===== src/rtl/focus_metric_accumulator.sv =====
// Frame-level focus metric: accumulates thresholded edge energy inside a fixed ROI and publishes score/count/peak at each VS fall.
// Optional ROI perimeter overlay output is built only when FOCUS_OVERLAY_EN is defined.
`timescale 1ns/1ps
module focus_metric_accumulator #(
   parameter int WIDTH  = 800,
   parameter int HEIGHT = 480,
   parameter int ROI_X0 = 200,
   parameter int ROI_Y0 = 120,
   parameter int ROI_W  = 400,
   parameter int ROI_H  = 240,
   parameter int THRESH = 16,
   parameter int SUM_W  = 32
) (
   input  logic             VGA_CLK,
   input  logic             reset_n,
   input  logic             iVGA_VS,
   input  logic             iVGA_BLANK_N,
   input  logic [7:0]       edge_in,
   input  logic             enable,
   input  logic             peak_clear,
   output logic [SUM_W-1:0] score,
   output logic [19:0]      edge_count,
   output logic             score_valid,
   output logic [SUM_W-1:0] peak_score,
   output logic             peak_update,
   output logic             overflow,
   output logic             frame_err,
   output logic             roi_border
);

   // Counters carry headroom so oversized lines/frames are detectable rather than wrapping.
   localparam int X_W = $clog2(WIDTH + 2) + 1;
   localparam int Y_W = $clog2(HEIGHT + 2) + 1;

   localparam logic [X_W-1:0] WIDTH_C   = X_W'(WIDTH);
   localparam logic [X_W-1:0] ROI_XLO_C = X_W'(ROI_X0);
   localparam logic [X_W-1:0] ROI_XHI_C = X_W'(ROI_X0 + ROI_W - 1);
   localparam logic [X_W-1:0] X_MAX_C   = '1;
   localparam logic [Y_W-1:0] HEIGHT_C  = Y_W'(HEIGHT);
   localparam logic [Y_W-1:0] ROI_YLO_C = Y_W'(ROI_Y0);
   localparam logic [Y_W-1:0] ROI_YHI_C = Y_W'(ROI_Y0 + ROI_H - 1);
   localparam logic [Y_W-1:0] Y_MAX_C   = '1;
   localparam logic [7:0]     THRESH_C  = 8'(THRESH);

   typedef enum logic [1:0] {
      SYNC    = 2'd0,
      ACCUM   = 2'd1,
      PUBLISH = 2'd2
   } state_t;

   // Returns {carry, saturated sum}; carry marks that the sum clipped.
   function automatic logic [SUM_W:0] sat_acc(input logic [SUM_W-1:0] a,
                                               input logic [7:0]       e);
      logic [SUM_W:0] s;
      s = {1'b0, a} + {{(SUM_W - 7){1'b0}}, e};
      if (s[SUM_W]) begin
         sat_acc = {1'b1, {SUM_W{1'b1}}};
      end else begin
         sat_acc = s;
      end
   endfunction

   function automatic logic [19:0] sat_cnt(input logic [19:0] c);
      if (c == 20'hFFFFF) begin
         sat_cnt = c;
      end else begin
         sat_cnt = c + 20'd1;
      end
   endfunction

   state_t           state_q, state_d;
   logic             vs_prev_q, blank_prev_q;
   logic [X_W-1:0]   x_q, x_d;
   logic [Y_W-1:0]   y_q, y_d;
   logic [SUM_W-1:0] acc_q, acc_d;
   logic [19:0]      cnt_q, cnt_d;
   logic             ovf_q, ovf_d;
   logic             geo_err_q, geo_err_d;
   logic [SUM_W-1:0] score_q, score_d;
   logic [19:0]      count_q, count_d;
   logic             valid_q, valid_d;
   logic [SUM_W-1:0] peak_q, peak_d;
   logic             upd_q, upd_d;
   logic             ovf_out_q, ovf_out_d;
   logic             err_q, err_d;

   logic             frame_end, blank_fall, active;
   logic             in_xrange, in_yrange, hit;
   logic             x_bad, y_bad, geo_bad;
   logic [SUM_W-1:0] peak_base;
   logic [SUM_W:0]   acc_sum;

   assign frame_end  = !iVGA_VS && vs_prev_q;
   assign blank_fall = blank_prev_q && !iVGA_BLANK_N;
   assign active     = iVGA_VS && iVGA_BLANK_N;
   assign in_xrange  = (x_q >= ROI_XLO_C) && (x_q <= ROI_XHI_C);
   assign in_yrange  = (y_q >= ROI_YLO_C) && (y_q <= ROI_YHI_C);
   assign hit        = active && in_xrange && in_yrange && (edge_in >= THRESH_C);
   assign x_bad      = active && (x_q >= WIDTH_C);
   assign y_bad      = active && (y_q >= HEIGHT_C);
   // At frame end y holds the number of completed lines.
   assign geo_bad    = geo_err_q || (y_q != HEIGHT_C);
   assign peak_base  = peak_clear ? '0 : peak_q;
   assign acc_sum    = sat_acc(acc_q, edge_in);

   always_comb begin
      x_d = x_q;
      y_d = y_q;
      if (!iVGA_VS) begin
         x_d = '0;
         y_d = '0;
      end else if (blank_fall) begin
         x_d = '0;
         if (y_q != Y_MAX_C) begin
            y_d = y_q + 1'b1;
         end
      end else if (iVGA_BLANK_N && (x_q != X_MAX_C)) begin
         x_d = x_q + 1'b1;
      end
   end

   always_comb begin
      state_d   = state_q;
      acc_d     = acc_q;
      cnt_d     = cnt_q;
      ovf_d     = ovf_q;
      geo_err_d = geo_err_q;
      score_d   = score_q;
      count_d   = count_q;
      ovf_out_d = ovf_out_q;
      valid_d   = 1'b0;
      err_d     = 1'b0;
      upd_d     = 1'b0;
      peak_d    = peak_base;
      if (!enable) begin
         state_d = SYNC;
      end else begin
         case (state_q)
            SYNC: begin
               if (frame_end) begin
                  state_d   = ACCUM;
                  acc_d     = '0;
                  cnt_d     = '0;
                  ovf_d     = 1'b0;
                  geo_err_d = 1'b0;
               end
            end
            ACCUM: begin
               if (frame_end) begin
                  state_d = PUBLISH;
                  if (!geo_bad) begin
                     score_d   = acc_q;
                     count_d   = cnt_q;
                     ovf_out_d = ovf_q;
                     valid_d   = 1'b1;
                     if (acc_q > peak_base) begin
                        peak_d = acc_q;
                        upd_d  = 1'b1;
                     end
                  end else begin
                     err_d = 1'b1;
                  end
                  acc_d     = '0;
                  cnt_d     = '0;
                  ovf_d     = 1'b0;
                  geo_err_d = 1'b0;
               end else begin
                  if (hit) begin
                     acc_d = acc_sum[SUM_W-1:0];
                     ovf_d = ovf_q | acc_sum[SUM_W];
                     cnt_d = sat_cnt(cnt_q);
                  end
                  if (x_bad || y_bad) begin
                     geo_err_d = 1'b1;
                  end
               end
            end
            PUBLISH: begin
               state_d = ACCUM;
            end
            default: begin
               state_d = SYNC;
            end
         endcase
      end
   end

   always_ff @(posedge VGA_CLK or negedge reset_n) begin
      if (!reset_n) begin
         state_q      <= SYNC;
         vs_prev_q    <= 1'b0;
         blank_prev_q <= 1'b0;
         x_q          <= '0;
         y_q          <= '0;
         acc_q        <= '0;
         cnt_q        <= '0;
         ovf_q        <= 1'b0;
         geo_err_q    <= 1'b0;
         score_q      <= '0;
         count_q      <= '0;
         valid_q      <= 1'b0;
         peak_q       <= '0;
         upd_q        <= 1'b0;
         ovf_out_q    <= 1'b0;
         err_q        <= 1'b0;
      end else begin
         state_q      <= state_d;
         vs_prev_q    <= iVGA_VS;
         blank_prev_q <= iVGA_BLANK_N;
         x_q          <= x_d;
         y_q          <= y_d;
         acc_q        <= acc_d;
         cnt_q        <= cnt_d;
         ovf_q        <= ovf_d;
         geo_err_q    <= geo_err_d;
         score_q      <= score_d;
         count_q      <= count_d;
         valid_q      <= valid_d;
         peak_q       <= peak_d;
         upd_q        <= upd_d;
         ovf_out_q    <= ovf_out_d;
         err_q        <= err_d;
      end
   end

   assign score       = score_q;
   assign edge_count  = count_q;
   assign score_valid = valid_q;
   assign peak_score  = peak_q;
   assign peak_update = upd_q;
   assign overflow    = ovf_out_q;
   assign frame_err   = err_q;

`ifdef FOCUS_OVERLAY_EN
   logic border_q, border_d;

   // Perimeter of the ROI box: top/bottom rows across the ROI columns, left/right columns down the ROI lines.
   assign border_d = active &&
                     ((in_xrange && ((y_q == ROI_YLO_C) || (y_q == ROI_YHI_C))) ||
                      (in_yrange && ((x_q == ROI_XLO_C) || (x_q == ROI_XHI_C))));

   always_ff @(posedge VGA_CLK or negedge reset_n) begin
      if (!reset_n) begin
         border_q <= 1'b0;
      end else begin
         border_q <= border_d;
      end
   end

   assign roi_border = border_q;
`else
   assign roi_border = 1'b0;
`endif

endmodule


===== config.mk =====
export PLATFORM = sky130hd
export DESIGN_NAME = focus_metric_accumulator
export DESIGN_NICKNAME = d
export VERILOG_FILES = /design/src/rtl/focus_metric_accumulator.sv
export SDC_FILE = /design/constraint.sdc
export NUM_CORES = 1
export LEC_CHECK = 0
export CAP_MARGIN = 25
export CORE_MARGIN = 1
export CORE_UTILIZATION = 60
export CTS_CLUSTER_DIAMETER = 80
export CTS_CLUSTER_SIZE = 28
export DETAILED_ROUTE_END_ITERATION = 12
export PLACE_DENSITY = 0.81
export SYNTH_ARGS = -nofsm -noshare
export SYNTH_HDL_FRONTEND = slang
export SYNTH_SLANG_ARGS = --single-unit

===== constraint.sdc =====
create_clock -name VGA_CLK -period 5.6 [get_ports VGA_CLK]
set_input_delay 0.84 -clock VGA_CLK [delete_from_list [all_inputs] [get_ports VGA_CLK]]
set_output_delay 0.84 -clock VGA_CLK [all_outputs]
set_load 0.1 [all_outputs]

==> After elaboration in Yosys (flattened, before gate mapping) <==
Cells that the tools add are included.
{ "op_classes": {"addsub": 4, "magnitude_cmp": 8, "eq_ne": 15, "mux": 46, "n_bitwise": 2, "n_reduce_logical": 23} }
{ "op_table": {"columns": ["cell", "count"], "rows": [
  ["32-bit two-way mux", 9],
  ["20-bit two-way mux", 4],
  ["32-bit case mux with 2 select lines", 1],
  ["20-bit case mux with 2 select lines", 1],
  ["32-bit by 8-bit adder with 33-bit output", 1],
  ["11-bit two-way mux", 3],
  ["33-bit two-way mux", 1],
  ["32-bit > comparator", 1],
  ["10-bit two-way mux", 3],
  ["20-bit by 1-bit adder with 20-bit output, second input constant", 1],
  ["20-bit == test, second input constant", 1],
  ["1-bit two-way mux", 18],
  ["3-bit inequality test, second input constant", 5],
  ["4-bit AND reduction", 3],
  ["11-bit by 1-bit adder with 11-bit output, second input constant", 1],
  ["11-bit by 10-bit >= comparator with 1-bit output, second input constant", 1],
  ["11-bit by 8-bit >= comparator with 1-bit output, second input constant", 1],
  ["11-bit by 10-bit <= comparator with 1-bit output, second input constant", 1],
  ["1-bit logical AND", 11],
  ["11-bit inequality test, second input constant", 1],
  ["10-bit by 1-bit adder with 10-bit output, second input constant", 1],
  ["10-bit by 7-bit >= comparator with 1-bit output, second input constant", 1],
  ["10-bit by 9-bit >= comparator with 1-bit output, second input constant", 1],
  ["10-bit by 9-bit <= comparator with 1-bit output, second input constant", 1],
  ["19 further kinds", 26]
]} }
{ "totals": {"register_bits": 167, "input_bits": 14, "output_inout_bits": 89, "word_cells": 114} }

==> Depth between registers and ports, before layout <==
Gate-level depths: netlist of the first run.
{ "depth": {"word_depth": 8, "depth_mapped": 10, "mapped_depth_nobuf": 8} }

==> Worst setup path after synthesis of the first run <==
Ideal clock, no wire load.
{ "synth_timing": {"kind": "input to register", "from": "input port peak_clear", "to": "register peak_q[0], in the netlist peak_score[0]", "setup_ns": 0.125, "t_arrival_ns": 3.155, "required_time_ns": 5.475, "setup_slack_ns": 2.320, "path_stages": 9, "cell_sequence": "clkbuf_1 -> nand2b_1 -> ha_1 -> a21o_1 -> a21o_1 -> a221o_1 -> o311a_2 -> a41oi_4 -> mux2_4"} }
{ "synth_via": {"elab_chain_len": 7} }
{ "synth_rtl": {"columns": ["element", "line_no", "rtl"], "rows": [
  ["start, declared", "20", "input logic peak_clear,"],
  ["32-bit two-way mux *", "103", "assign peak_base = peak_clear ? '0 : peak_q;"],
  ["32-bit > comparator", "156", "if (acc_q > peak_base) begin"],
  ["32-bit two-way mux", "156", null],
  ["32-bit two-way mux", "151", "if (!geo_bad) begin"],
  ["32-bit two-way mux", "149", "if (frame_end) begin"],
  ["32-bit two-way mux", "138", "case (state_q)"],
  ["32-bit two-way mux *", "135", "if (!enable) begin"],
  ["net peak_d[0]", "82", "logic [SUM_W-1:0] peak_q, peak_d;"],
  ["end signal, assigned", "219", "peak_q <= peak_d;"],
  ["end, declared", "82", null]
]} }
The timed path passes the listed nets; every way through them passes the cells marked *.
A chain may end at the register's enable or synchronous reset.

==> Final worst setup path of the first run <==
{ "layout_timing": {"from": "input port peak_clear", "to": "register peak_q[25], in the netlist peak_score[25]"} }
The elaborated chain is that of the path after synthesis.

==> results of run 1 <==
## registers in the layout, summed over array words and instances (netlist names)
register and flops:
acc_q 32, peak_score 32, score 32, cnt_q 20, edge_count 20, x_q 11, y_q 10, state_q 2
blank_prev_q 1, frame_err 1, geo_err_q 1, overflow 1, ovf_q 1, peak_update 1, score_valid 1, vs_prev_q 1
## kinds of logic after synthesis
kind of cell               count (synthesis)  share of synthesized area, %
xor gates and xnor gates                  20                         1.910
buffers and inverters                     87                         4.638
muxes                                     89                         10.50
and+or+nand+nor                          281                         17.56
other                                      1                       0.04089
adders and majority gates                 46                         6.357
AOI/OAI and AO/OA                        176                         13.42
DFF                                      167                         45.57
## worst max-delay path by stage
stage / to / from / slack (ns)
4_1_cts: peak_score[0]$_DFF_PN0_ / peak_clear / 1.35
6_report: peak_score[25]$_DFF_PN0_ / peak_clear / 1.32
3_3_place_gp: peak_score[0]$_DFF_PN0_ / peak_clear / 1.01
2_1_floorplan: peak_score[0]$_DFF_PN0_ / peak_clear / 2.32
5_1_grt: peak_score[25]$_DFF_PN0_ / peak_clear / 1.16
3_5_place_dp: peak_score[0]$_DFF_PN0_ / peak_clear / 0.92
## final cells by class
class	instances	area, um2	share of cell area [%]
inverters	44	165.2	1.519
multi-input cells	613	4582	42.14
clock inverters	11	171.4	1.577
clock buffers	21	460.4	4.235
repair buffers	109	1085	9.977
well taps	184	230.2	2.117
flip-flops and latches	167	4179	38.44
## worst register-to-register path: cells and delay by family (launching register included)
family	cells	cell delay (ns)
mux	1	0.33
compound gates	2	0.55
simple gates	3	0.92
flops	1	0.53
buf+inv	1	0.29
fa+ha+maj	1	0.37
## layer usage
layer	track usage (%)	routed length [um]
met1	37.71	9274
met2	44.28	10160
met4	9.900	396
met3	5.098	1054
met5	0	0
## report_power, final
part           switching [uW]  total [uW]  internal, uW
Combinational             152         248          95.2
Clock                     481        1250           771
Sequential               24.0        1250          1220
Total                     657        2740          2090
## through the flow
stage	area (um2)	hold WS (ns)	cells	utilization, %
2_1_floorplan	9171	0.4571	867	-
3_3_place_gp	10240	0.4783	1117	69.67
3_5_place_dp	10240	0.4948	1117	69.67
4_1_cts	10870	0.4193	1149	73.97
5_1_grt	10870	0.4467	1149	73.97
6_report	10870	0.3920	1149	73.97
## layout by cell type (no fill, tap or decap), drive strengths merged, types with 9 or more instances in the layout
master	count
mux2i	34
nand4	25
clkbuf	21
nor3	13
xnor2	16
and3	11
nand2b	36
a21oi	37
nand2	54
or4	13
nand3	27
buf	9
ha	45
o21ai	45
a211oi	12
and2	12
o211ai	10
mux2	55
inv	44
nor4	10
or3	13
dfrtp	167
nor2	44
a31oi	11
clkdlybuf4s50	100
==> impl_metrics.sql, run 1 <==
INSERT INTO impl_metrics (metric_group, metric, value, unit) VALUES
('sta', 'hold_violations', '0', ''),
('place', 'globalplace.congestion', '0.9008', ''),
('cts', 'insertion_delay', '0.43', 'ns'),
('cts', 'ctsHoldBuffers', '0', ''),
('synthesis', 'synthDominantAreaCellType', 'dfrtp_1', ''),
('sta', 'setup_tns', '0', 'ns'),
('global_route', 'grt_max_degree', '67', ''),
('critical_path', 'critical_path_buf_inv_count', '2', ''),
('synthesis', 'synth_seq_area_share', '45.57', '%'),
('synthesis', 'synth_area_leaders', 'dfrtp_1 46%, mux2_2 6.6%, ha_1 6.1%, mux2i_1 3.7%, nand2b_1 2.4%', ''),
('critical_path', 'slowest_delay', '0.91', 'ns'),
('sta', 'clock_skew', '0.008278', 'ns'),
('cts', 'post_cts_buffers', '0', ''),
('floorplanning', 'core_area', '0.01470', 'mm2'),
('critical_path', 'worstPathMaxFanout', '32', ''),
('critical_path', 'r2r-end', 'peak_score[25]$_DFF_PN0_', ''),
('critical_path', 'startpoint_type', 'input pin', ''),
('critical_path', 'cp.arrival', '4.60', 'ns'),
('cells_and_area', 'flow.area_growth_from_synthesis', '18.55', '%'),
('route', 'drc', '5', ''),
('place', 'numPortBuffers', '101', ''),
('synthesis', 'postSynthNetCount', '927', ''),
('synthesis', 'synth_top_area_share', '45.57', '%'),
('cts', 'clk_transition_reported_paths', '0.06', 'ns'),
('pwr', 'worst_ir_drop_vdd', '0.2055', 'mV'),
('run_status', 'outcome', 'finished with violations', ''),
('place', 'placed_wire_length_estimate', '14.42', 'mm'),
('pwr', 'powerDensity', '252.4', 'mW/mm2'),
('floorplanning', 'die_area', '0.01578', 'mm2'),
('synthesis', 'synthFlopType', 'dfrtp_1', ''),
('route', 'vias_cell', '6.171', ''),
('sta', 'ratio_of_final_minimum_period_to_clock_period', '76.49', '%'),
('route', 'drtPass1Iterations', '11', ''),
('run', 'max_cap_violations', '0', ''),
('cts', 'cell_chosen_for_the_clock_root', 'clkbuf_16', ''),
('route', 'postRouteAntennaNets', '0', ''),
('global_route', 'grt_pass1_wl', '34.55', 'mm'),
('critical_path', 'worst-setup-path-type', 'in2reg', ''),
('critical_path', 'number_of_gates_on_the_worst_path_with_buffers_counted', '10', ''),
('cts', 'tritoncts.num_buffers', '17', ''),
('floorplanning', 'rows', '44', ''),
('sta', 'final_number_of_max_transition_violations', '0', ''),
('synthesis', 'yosys.cell_count.top_type', 'dfrtp_1', ''),
('synthesis', 'ys_ff_latch', '167', ''),
('route', 'finalWirelength', '20.88', 'mm'),
('synthesis', 'syn_area_per_cell', '10.58', 'um2'),
('synthesis', 'yosys_warnings', '0', ''),
('sta', 'worst_slew_margin_rel', '30.50', '%'),
('cells_and_area', 'num_antenna_cells', '0', ''),
('floorplanning', 'floorplan.die.width', '125.6', 'um'),
('synthesis', 'synth_enable_flop_cells', '0', ''),
('floorplanning', 'die_y', '125.6', 'um'),
('cts', 'cts_repair_resize_count', '0', ''),
('synthesis', 'synthTopCellsByCount', '167 x dfrtp_1, 54 x mux2_2, 54 x nand2_1', ''),
('pwr', 'design_power_total', '2745', 'uW'),
('synthesis', 'netlist_area', '0.009171', 'mm2'),
('critical_path', 'cell_occurring_most_often_along_the_worst_timing_path', 'nand2b_1', ''),
('run_status', 'violations_in_the_final_reports', 'design-rule violations', ''),
('critical_path', 'worst_r2r_startpoint', 'acc_q[10]$_DFFE_PN0P_', ''),
('cells_and_area', 'drive_above_1_share', '12.23', '%'),
('critical_path', 'ff2ff_setup_slack', '2.49', 'ns'),
('critical_path', 'critical_path_cell_list', 'clkdlybuf4s50_1, nand2b_1, ha_1, nand4_2, or4_4, nand2b_1, o311a_2, a41oi_4, buf_12, mux2i_1', ''),
('global_route', 'globalRoute.totalOverflow', '0', ''),
('sta', 'setup_viol', '0', ''),
('cts', 'cts.htree.levels', '4', ''),
('global_route', 'grt_pass1_vias', '6903', ''),
('cts', 'cts_buffer_depth', '2', ''),
('critical_path', 'worst_path_max_delay_cell', 'clkdlybuf4s50_1', ''),
('sta', 'min_period', '4.284', 'ns'),
('critical_path', 'endpoint_kind', 'register', ''),
('global_route', 'antenna_found_initial', '0', '');
Note: power is estimated with default switching activity, not from simulation.
==> run 2: changes to the inputs <==
--- a/config.mk
+++ b/config.mk
@@ -7,11 +7,11 @@
 export LEC_CHECK = 0
 export CAP_MARGIN = 25
 export CORE_MARGIN = 1
-export CORE_UTILIZATION = 60
+export CORE_UTILIZATION = 52
 export CTS_CLUSTER_DIAMETER = 80
 export CTS_CLUSTER_SIZE = 28
 export DETAILED_ROUTE_END_ITERATION = 12
-export PLACE_DENSITY = 0.81
+export PLACE_DENSITY = 0.75
 export SYNTH_ARGS = -nofsm -noshare
 export SYNTH_HDL_FRONTEND = slang
 export SYNTH_SLANG_ARGS = --single-unit
==> constraint.sdc (replaced) <==
create_clock -name VGA_CLK -period 3.46 [get_ports VGA_CLK]
set_input_delay 0.519 -clock VGA_CLK [delete_from_list [all_inputs] [get_ports VGA_CLK]]
set_output_delay 0.519 -clock VGA_CLK [all_outputs]
set_load 0.1 [all_outputs]
==> run 2 against run 1 <==
The flow now finishes without violations. Die area increased by 15%. Non-clock buffer count increased by 24. Global-route usage decreased by 2.4 points. Critical endpoint is now peak_score[30]$_DFF_PN0_.
==> impl_metrics.sql, run 2 (synthesized netlist as in run 1, its figures left out) <==
INSERT INTO impl_metrics (metric_group, metric, value, unit) VALUES
('global_route', 'grt.total_usage', '25.21', '%'),
('cells_and_area', 'most_common_cell_after_layout_fill_and_taps_aside', 'dfrtp_1', ''),
('route', 'postRouteAntennaNets', '0', ''),
('floorplanning', 'rows', '48', ''),
('sta', 'timing.fmax', '0.3180', 'GHz'),
('route', 'routed-via-count', '7179', ''),
('global_route', 'globalRoute.totalOverflow', '0', ''),
('cts', 'cts_repair_resize_count', '0', ''),
('cts', 'cts_sinks', '167', ''),
('pwr', 'worst_ir_drop_vdd', '0.3598', 'mV'),
('critical_path', 'r2r.worst_path.cells', '9', ''),
('sta', 'clock_skew', '0.007948', 'ns'),
('critical_path', 'r2r-end', 'acc_q[28]$_DFFE_PN0P_', ''),
('floorplanning', 'start_util', '53.21', '%'),
('cts', 'post_cts_buffers', '0', ''),
('cells_and_area', 'layout.cells.non_filler', '1213', ''),
('sta', 'fin_ws', '0.3153', 'ns'),
('critical_path', 'cp.arrival', '3.49', 'ns'),
('cells_and_area', 'drive_above_1_share', '14.37', '%'),
('sta', 'hold_violations', '0', ''),
('place', 'globalplace.congestion', '0.8742', ''),
('place', 'dp.cells', '1182', ''),
('cells_and_area', 'num-fill-cells', '1401', ''),
('sta', 'final_number_of_max_transition_violations', '0', ''),
('route', 'vias_cell', '5.918', ''),
('run_status', 'outcome', 'finished clean', ''),
('place', 'dpl-instance-area', '0.01051', 'mm2'),
('cts', 'clk_transition_reported_paths', '0.07', 'ns'),
('global_route', 'grt_pass1_wl', '36.02', 'mm'),
('cells_and_area', 'nets', '1036', ''),
('sta', 'setup_viol', '0', ''),
('route', 'wire_per_inst', '17.74', 'um'),
('floorplanning', 'die_y', '134.8', 'um'),
('place', 'numPortBuffers', '101', ''),
('sta', 'worst_slew_pin_tran', '0.9894', 'ns'),
('cells_and_area', 'flow.area_growth_from_synthesis', '21.05', '%'),
('global_route', 'grt_max_degree', '82', ''),
('global_route', 'globalRouteMet1Util', '34.90', '%'),
('cts', 'cell_chosen_for_the_clock_root', 'clkbuf_16', ''),
('cts', 'ctsHoldBuffers', '0', ''),
('critical_path', 'worstPathMaxFanout', '32', ''),
('worst_hold_path', 'hold_path_class', 'in2async', ''),
('route', 'drtPass1Iterations', '5', ''),
('critical_path', 'worst_r2r_startpoint', 'acc_q[0]$_DFFE_PN0P_', ''),
('cells_and_area', 'num_antenna_cells', '0', ''),
('global_route', 'top_usage_layer_grt', 'met2', ''),
('pwr', 'cellLeakagePower', '0.005039', 'uW'),
('route', 'finalWirelength', '21.52', 'mm'),
('pwr', 'powerDensity', '390.6', 'mW/mm2'),
('floorplanning', 'die_area', '0.01817', 'mm2'),
('global_route', 'use_met2', '41.01', '%'),
('global_route', 'globalRouteMet3Util', '4.505', '%'),
('floorplanning', 'floorplan.die.width', '134.8', 'um'),
('pwr', 'design_power_total', '4337', 'uW'),
('sta', 'setup_tns', '0', 'ns'),
('cts', 'insertion_delay', '0.43', 'ns'),
('sta', 'min_period', '3.145', 'ns'),
('route', 'drt_iter0_markers', '505', ''),
('sta', 'worst_slew_margin_rel', '33.84', '%'),
('sta', 'ratio_of_final_minimum_period_to_clock_period', '90.89', '%'),
('cts', 'cts.htree.levels', '4', ''),
('floorplanning', 'number_of_primary_i_o_pins', '103', ''),
('cells_and_area', 'layout.cells.most_common_list', '167 x dfrtp_1, 100 x clkdlybuf4s50_1, 54 x nand2_1, 54 x mux2_2, 45 x ha_1', ''),
('critical_path', 'worst_ep_required_time', '3.81', 'ns'),
('cts', 'tritoncts_clock_tree', 'yes', ''),
('run', 'max_cap_violations', '0', ''),
('cts', 'tritoncts.num_buffers', '17', ''),
('route', 'drc', '0', ''),
('sta', 'rsz0062_at_grt', 'no', ''),
('floorplanning', 'core_area', '0.01724', 'mm2'),
('cts', 'cts_buffer_depth', '2', ''),
('critical_path', 'timing.critical_path.from', 'peak_clear', ''),
('critical_path', 'worst-setup-path-type', 'in2reg', ''),
('critical_path', 'ff2ff_setup_slack', '0.61', 'ns'),
('critical_path', 'endpoint_kind', 'register', ''),
('global_route', 'grt_pass1_vias', '7095', ''),
('critical_path', 'startpoint_type', 'input pin', ''),
('place', 'placed_wire_length_estimate', '15.17', 'mm'),
('global_route', 'antenna_found_initial', '0', ''),
('cells_and_area', 'layout_cell_area_excl_fill', '0.01110', 'mm2'),
('place', 'dpl_worst_slack', '-0.09404', 'ns');
-- run 2: cell types whose count changed in the layout (fill, tap and decap cells not counted) --
cell	previous run	this run
buf_4	7	28
clkinv_2	2	1
clkbuf_1	2	1
buf_12	1	4
bufinv_16	4	2
clkinvlp_4	2	4
clkbuf_8	2	3
-- run 2: per-stage QoR --
| stage | util, % | hold slack, ns |
|---|---|---|
| floorplan | - | 0.2234 |
| global placement | 60.98 | 0.4747 |
| detailed placement | 60.98 | 0.4816 |
| CTS | 64.41 | 0.1557 |
| global route | 64.41 | 0.1754 |
| finish | 64.41 | 0.1071 |
-- run 2: how the worst max path moves through the flow --
| stage | endpoint | slack (ns) | cells after the start |
|---|---|---|---|
| floorplan | peak_score[0]$_DFF_PN0_ | 0.26 | 8 |
| global placement | peak_score[20]$_DFF_PN0_ | -0.05 | 11 |
| detailed placement | peak_score[21]$_DFF_PN0_ | -0.09 | 11 |
| CTS | peak_score[30]$_DFF_PN0_ | 0.31 | 11 |
| global route | peak_score[30]$_DFF_PN0_ | 0.21 | 11 |
| finish | peak_score[30]$_DFF_PN0_ | 0.32 | 11 |
-- run 2: cell type report --
cell class	count	area [um2]	share of cell area, %
multi-input combinational	613	4582	41.27
sequential	167	4179	37.64
timing repair buffer	133	1303	11.73
clock buffer	21	470.5	4.238
tap	225	281.5	2.536
inverter	44	165.2	1.488
clock inverter	10	121.4	1.093
-- run 2: critical path, stage by stage --
cell and delay, ns:
clkdlybuf4s50_1 0.45, buf_12 0.18, nand2b_1 0.17, ha_1 0.31, a21oi_1 0.14, o21ai_0 0.14, a221o_1 0.36, o311a_2 0.43
a41oi_4 0.23, buf_4 0.30, mux2i_1 0.25
-- run 2: power breakdown --
part           switching (uW)  total, uW  internal (uW)
logic                     247        411            164
registers                36.8       2010           1980
clock network             794       1910           1120
-- run 2: layer usage --
metal  vias up  part of all wire (%)
met5         -                     0
met4         0                   1.1
met3        27                   4.7
met2       206                    48
met1      3551                    46
li1       3395                     -
==> run 3: changes to the inputs <==
--- a/config.mk
+++ b/config.mk
@@ -7,11 +7,12 @@
 export LEC_CHECK = 0
 export CAP_MARGIN = 25
 export CORE_MARGIN = 1
-export CORE_UTILIZATION = 52
+export CORE_UTILIZATION = 60
+export CTS_BUF_LIST = sky130_fd_sc_hd__clkbuf_16
 export CTS_CLUSTER_DIAMETER = 80
 export CTS_CLUSTER_SIZE = 28
 export DETAILED_ROUTE_END_ITERATION = 12
-export PLACE_DENSITY = 0.75
+export PLACE_DENSITY = 0.81
 export SYNTH_ARGS = -nofsm -noshare
 export SYNTH_HDL_FRONTEND = slang
 export SYNTH_SLANG_ARGS = --single-unit
==> constraint.sdc (replaced) <==
create_clock -name VGA_CLK -period 3.67 [get_ports VGA_CLK]
set_input_delay 0.5505 -clock VGA_CLK [delete_from_list [all_inputs] [get_ports VGA_CLK]]
set_output_delay 0.5505 -clock VGA_CLK [all_outputs]
set_load 0.1 [all_outputs]
==> run 3 against run 2 <==
The flow now finishes with violations (design-rule violations). Count of clock-buffer cells in the layout down 4. Core utilization increased by 9.9 points. Combinational power fell by 5.8%. Via count decreased by 1.3%. Clock skew decreased by 0.0017 ns. Power shrank 8.2%. First-iteration DRC count is 19% lower. Critical path type unchanged. Largest cell class unchanged. Highest routed layer unchanged.
==> impl_metrics.sql, run 3 (synthesized netlist as in run 1, its figures left out) <==
INSERT INTO impl_metrics (metric_group, metric, value, unit) VALUES
('sta', 'min_period', '3.252', 'ns'),
('sta', 'ratio_of_final_minimum_period_to_clock_period', '88.60', '%'),
('sta', 'final_number_of_max_transition_violations', '0', ''),
('route', 'routed-via-count', '7087', ''),
('sta', 'clock_skew', '0.006228', 'ns'),
('floorplanning', 'die_area', '0.01578', 'mm2'),
('critical_path', 'worst_r2r_startpoint', 'acc_q[10]$_DFFE_PN0P_', ''),
('cts', 'cts_sinks', '167', ''),
('pwr', 'powerDensity', '364.3', 'mW/mm2'),
('critical_path', 'critical_path_buf_inv_count', '4', ''),
('sta', 'setup_tns', '0', 'ns'),
('route', 'drtPass1Iterations', '9', ''),
('sta', 'timing.fmax', '0.3075', 'GHz'),
('floorplanning', 'start_util', '62.39', '%'),
('cts', 'tritoncts.num_buffers', '17', ''),
('critical_path', 'ff2ff_setup_slack', '0.83', 'ns'),
('floorplanning', 'core_area', '0.01470', 'mm2'),
('cts', 'ctsHoldBuffers', '0', ''),
('cts', 'clk_transition_reported_paths', '0.06', 'ns'),
('critical_path', 'critical_path_cell_list', 'clkdlybuf4s50_1, buf_12, nand2b_1, ha_1, nand4_2, or4_4, nand2b_1, o311a_2, a41oi_4, buf_12, buf_4, mux2i_1', ''),
('critical_path', 'worst-setup-path-type', 'in2reg', ''),
('route', 'vias_cell', '6.099', ''),
('route', 'wire_per_inst', '17.76', 'um'),
('global_route', 'antenna_found_initial', '1', ''),
('global_route', 'grt_pass1_vias', '6828', ''),
('sta', 'fin_ws', '0.4183', 'ns'),
('place', 'dpl_worst_slack', '0.03134', 'ns'),
('floorplanning', 'floorplan.die.width', '125.6', 'um'),
('sta', 'worst_slew_pin_tran', '1.033', 'ns'),
('pwr', 'worst_ir_drop_vdd', '0.3121', 'mV'),
('cts', 'cell_chosen_for_the_clock_root', 'clkbuf_16', ''),
('run_status', 'violations_in_the_final_reports', 'design-rule violations', ''),
('floorplanning', 'rows', '44', ''),
('route', 'finalWirelength', '20.63', 'mm'),
('floorplanning', 'number_of_primary_i_o_pins', '103', ''),
('cells_and_area', 'layout.cells.most_common_list', '167 x dfrtp_1, 100 x clkdlybuf4s50_1, 54 x nand2_1, 54 x mux2_2, 49 x inv_1', ''),
('sta', 'rsz0062_at_grt', 'no', ''),
('route', 'postRouteAntennaNets', '0', ''),
('run', 'max_cap_violations', '0', ''),
('critical_path', 'r2r.worst_path.cells', '9', ''),
('global_route', 'grt_max_degree', '79', ''),
('floorplanning', 'die_y', '125.6', 'um'),
('cells_and_area', 'drive_above_1_share', '12.79', '%'),
('cells_and_area', 'most_common_cell_after_layout_fill_and_taps_aside', 'dfrtp_1', ''),
('critical_path', 'cp.arrival', '3.59', 'ns'),
('critical_path', 'worst_path_max_delay_cell', 'or4_4', ''),
('place', 'dpl-instance-area', '0.01038', 'mm2'),
('cells_and_area', 'flow.area_growth_from_synthesis', '19.14', '%'),
('cts', 'cts.htree.levels', '4', ''),
('global_route', 'globalRoute.totalOverflow', '0', ''),
('global_route', 'grt.total_usage', '27.39', '%'),
('global_route', 'grt_pass1_wl', '34.47', 'mm'),
('route', 'drt_iter0_markers', '407', ''),
('place', 'numPortBuffers', '101', ''),
('route', 'drc', '10', ''),
('cts', 'post_cts_buffers', '0', ''),
('critical_path', 'r2r-end', 'peak_score[9]$_DFF_PN0_', ''),
('sta', 'hold_violations', '0', ''),
('critical_path', 'endpoint_kind', 'register', ''),
('cts', 'insertion_delay', '0.43', 'ns'),
('cts', 'cts_repair_resize_count', '0', ''),
('cells_and_area', 'fin_util', '74.34', '%'),
('critical_path', 'worstPathMaxFanout', '32', ''),
('cells_and_area', 'num-fill-cells', '1037', ''),
('cts', 'cts_buffer_depth', '2', ''),
('pwr', 'cellLeakagePower', '0.004982', 'uW'),
('cells_and_area', 'nets', '1025', ''),
('place', 'globalplace.congestion', '0.8614', ''),
('worst_hold_path', 'hold_path_class', 'in2async', ''),
('critical_path', 'startpoint_type', 'input pin', ''),
('cts', 'tritoncts_clock_tree', 'yes', ''),
('critical_path', 'worst_ep_required_time', '4.01', 'ns'),
('place', 'placed_wire_length_estimate', '14.60', 'mm'),
('sta', 'worst_slew_margin_rel', '30.92', '%'),
('cells_and_area', 'layout_cell_area_excl_fill', '0.01093', 'mm2'),
('critical_path', 'slowest_delay', '0.61', 'ns'),
('critical_path', 'worst_path_dominant_cell_family', 'simple AND/OR/NAND/NOR gates', ''),
('run_status', 'outcome', 'finished with violations', ''),
('critical_path', 'timing.critical_path.from', 'peak_clear', ''),
('sta', 'setup_viol', '0', '');
-- run 3: cell count changes in the layout (fill, tap and decap cells not counted) --
cell,previous run,this run
buf_4,28,17
clkbuf_1,1,0
clkbuf_8,3,0
clkinv_1,1,2
clkinv_4,2,0
clkinvlp_4,4,3
diode_2,0,1
inv_1,43,49
-- run 3: layer usage --
metal  global-route usage (%)  wire length (um)  vias to the layer above
li1                         -                 -                     3373
met1                    36.90              9411                     3471
met2                    44.87              9858                      210
met3                    4.885              1008                       33
met4                    9.469               354                        0
met5                        0                 0                        -
-- run 3: area by class of cell --
| class | instances | area, um2 | area share (%) |
|---|---|---|---|
| antenna | 1 | 2.502 | 0.02290 |
| inverter | 44 | 165.2 | 1.512 |
| sequential | 167 | 4179 | 38.25 |
| clock buffer | 17 | 425.4 | 3.893 |
| tap | 184 | 230.2 | 2.107 |
| clock inverter | 14 | 122.6 | 1.122 |
| timing repair buffer | 122 | 1220 | 11.16 |
| multi-input combinational | 613 | 4582 | 41.93 |
-- run 3: how the worst max path moves through the flow --
stage / end / slack, ns / cells after the start
after floorplan: peak_score[0]$_DFF_PN0_ / 0.47 / 8
after global placement: peak_score[0]$_DFF_PN0_ / 0.15 / 11
after detailed placement: peak_score[9]$_DFF_PN0_ / 0.03 / 12
after CTS: peak_score[9]$_DFF_PN0_ / 0.45 / 12
after global routing: peak_score[9]$_DFF_PN0_ / 0.31 / 12
final: peak_score[9]$_DFF_PN0_ / 0.42 / 12
-- run 3: report_power, final --
group	total, uW	internal, uW	leakage, uW	switching [uW]
combinational	387	153	0.00238	234
sequential	1900	1860	0.00232	36.9
clock	1690	980	0.000280	714
total	3980	3000	0.00498	985
-- run 3: stage by stage --
stage	total power, uW	hold WS [ns]	cells
finish	3981	0.1434	1162
global route	4126	0.2214	1161
CTS	3995	0.1854	1161
detailed placement	2313	0.4945	1130
global placement	2305	0.4887	1130
floorplan	2182	0.2549	867
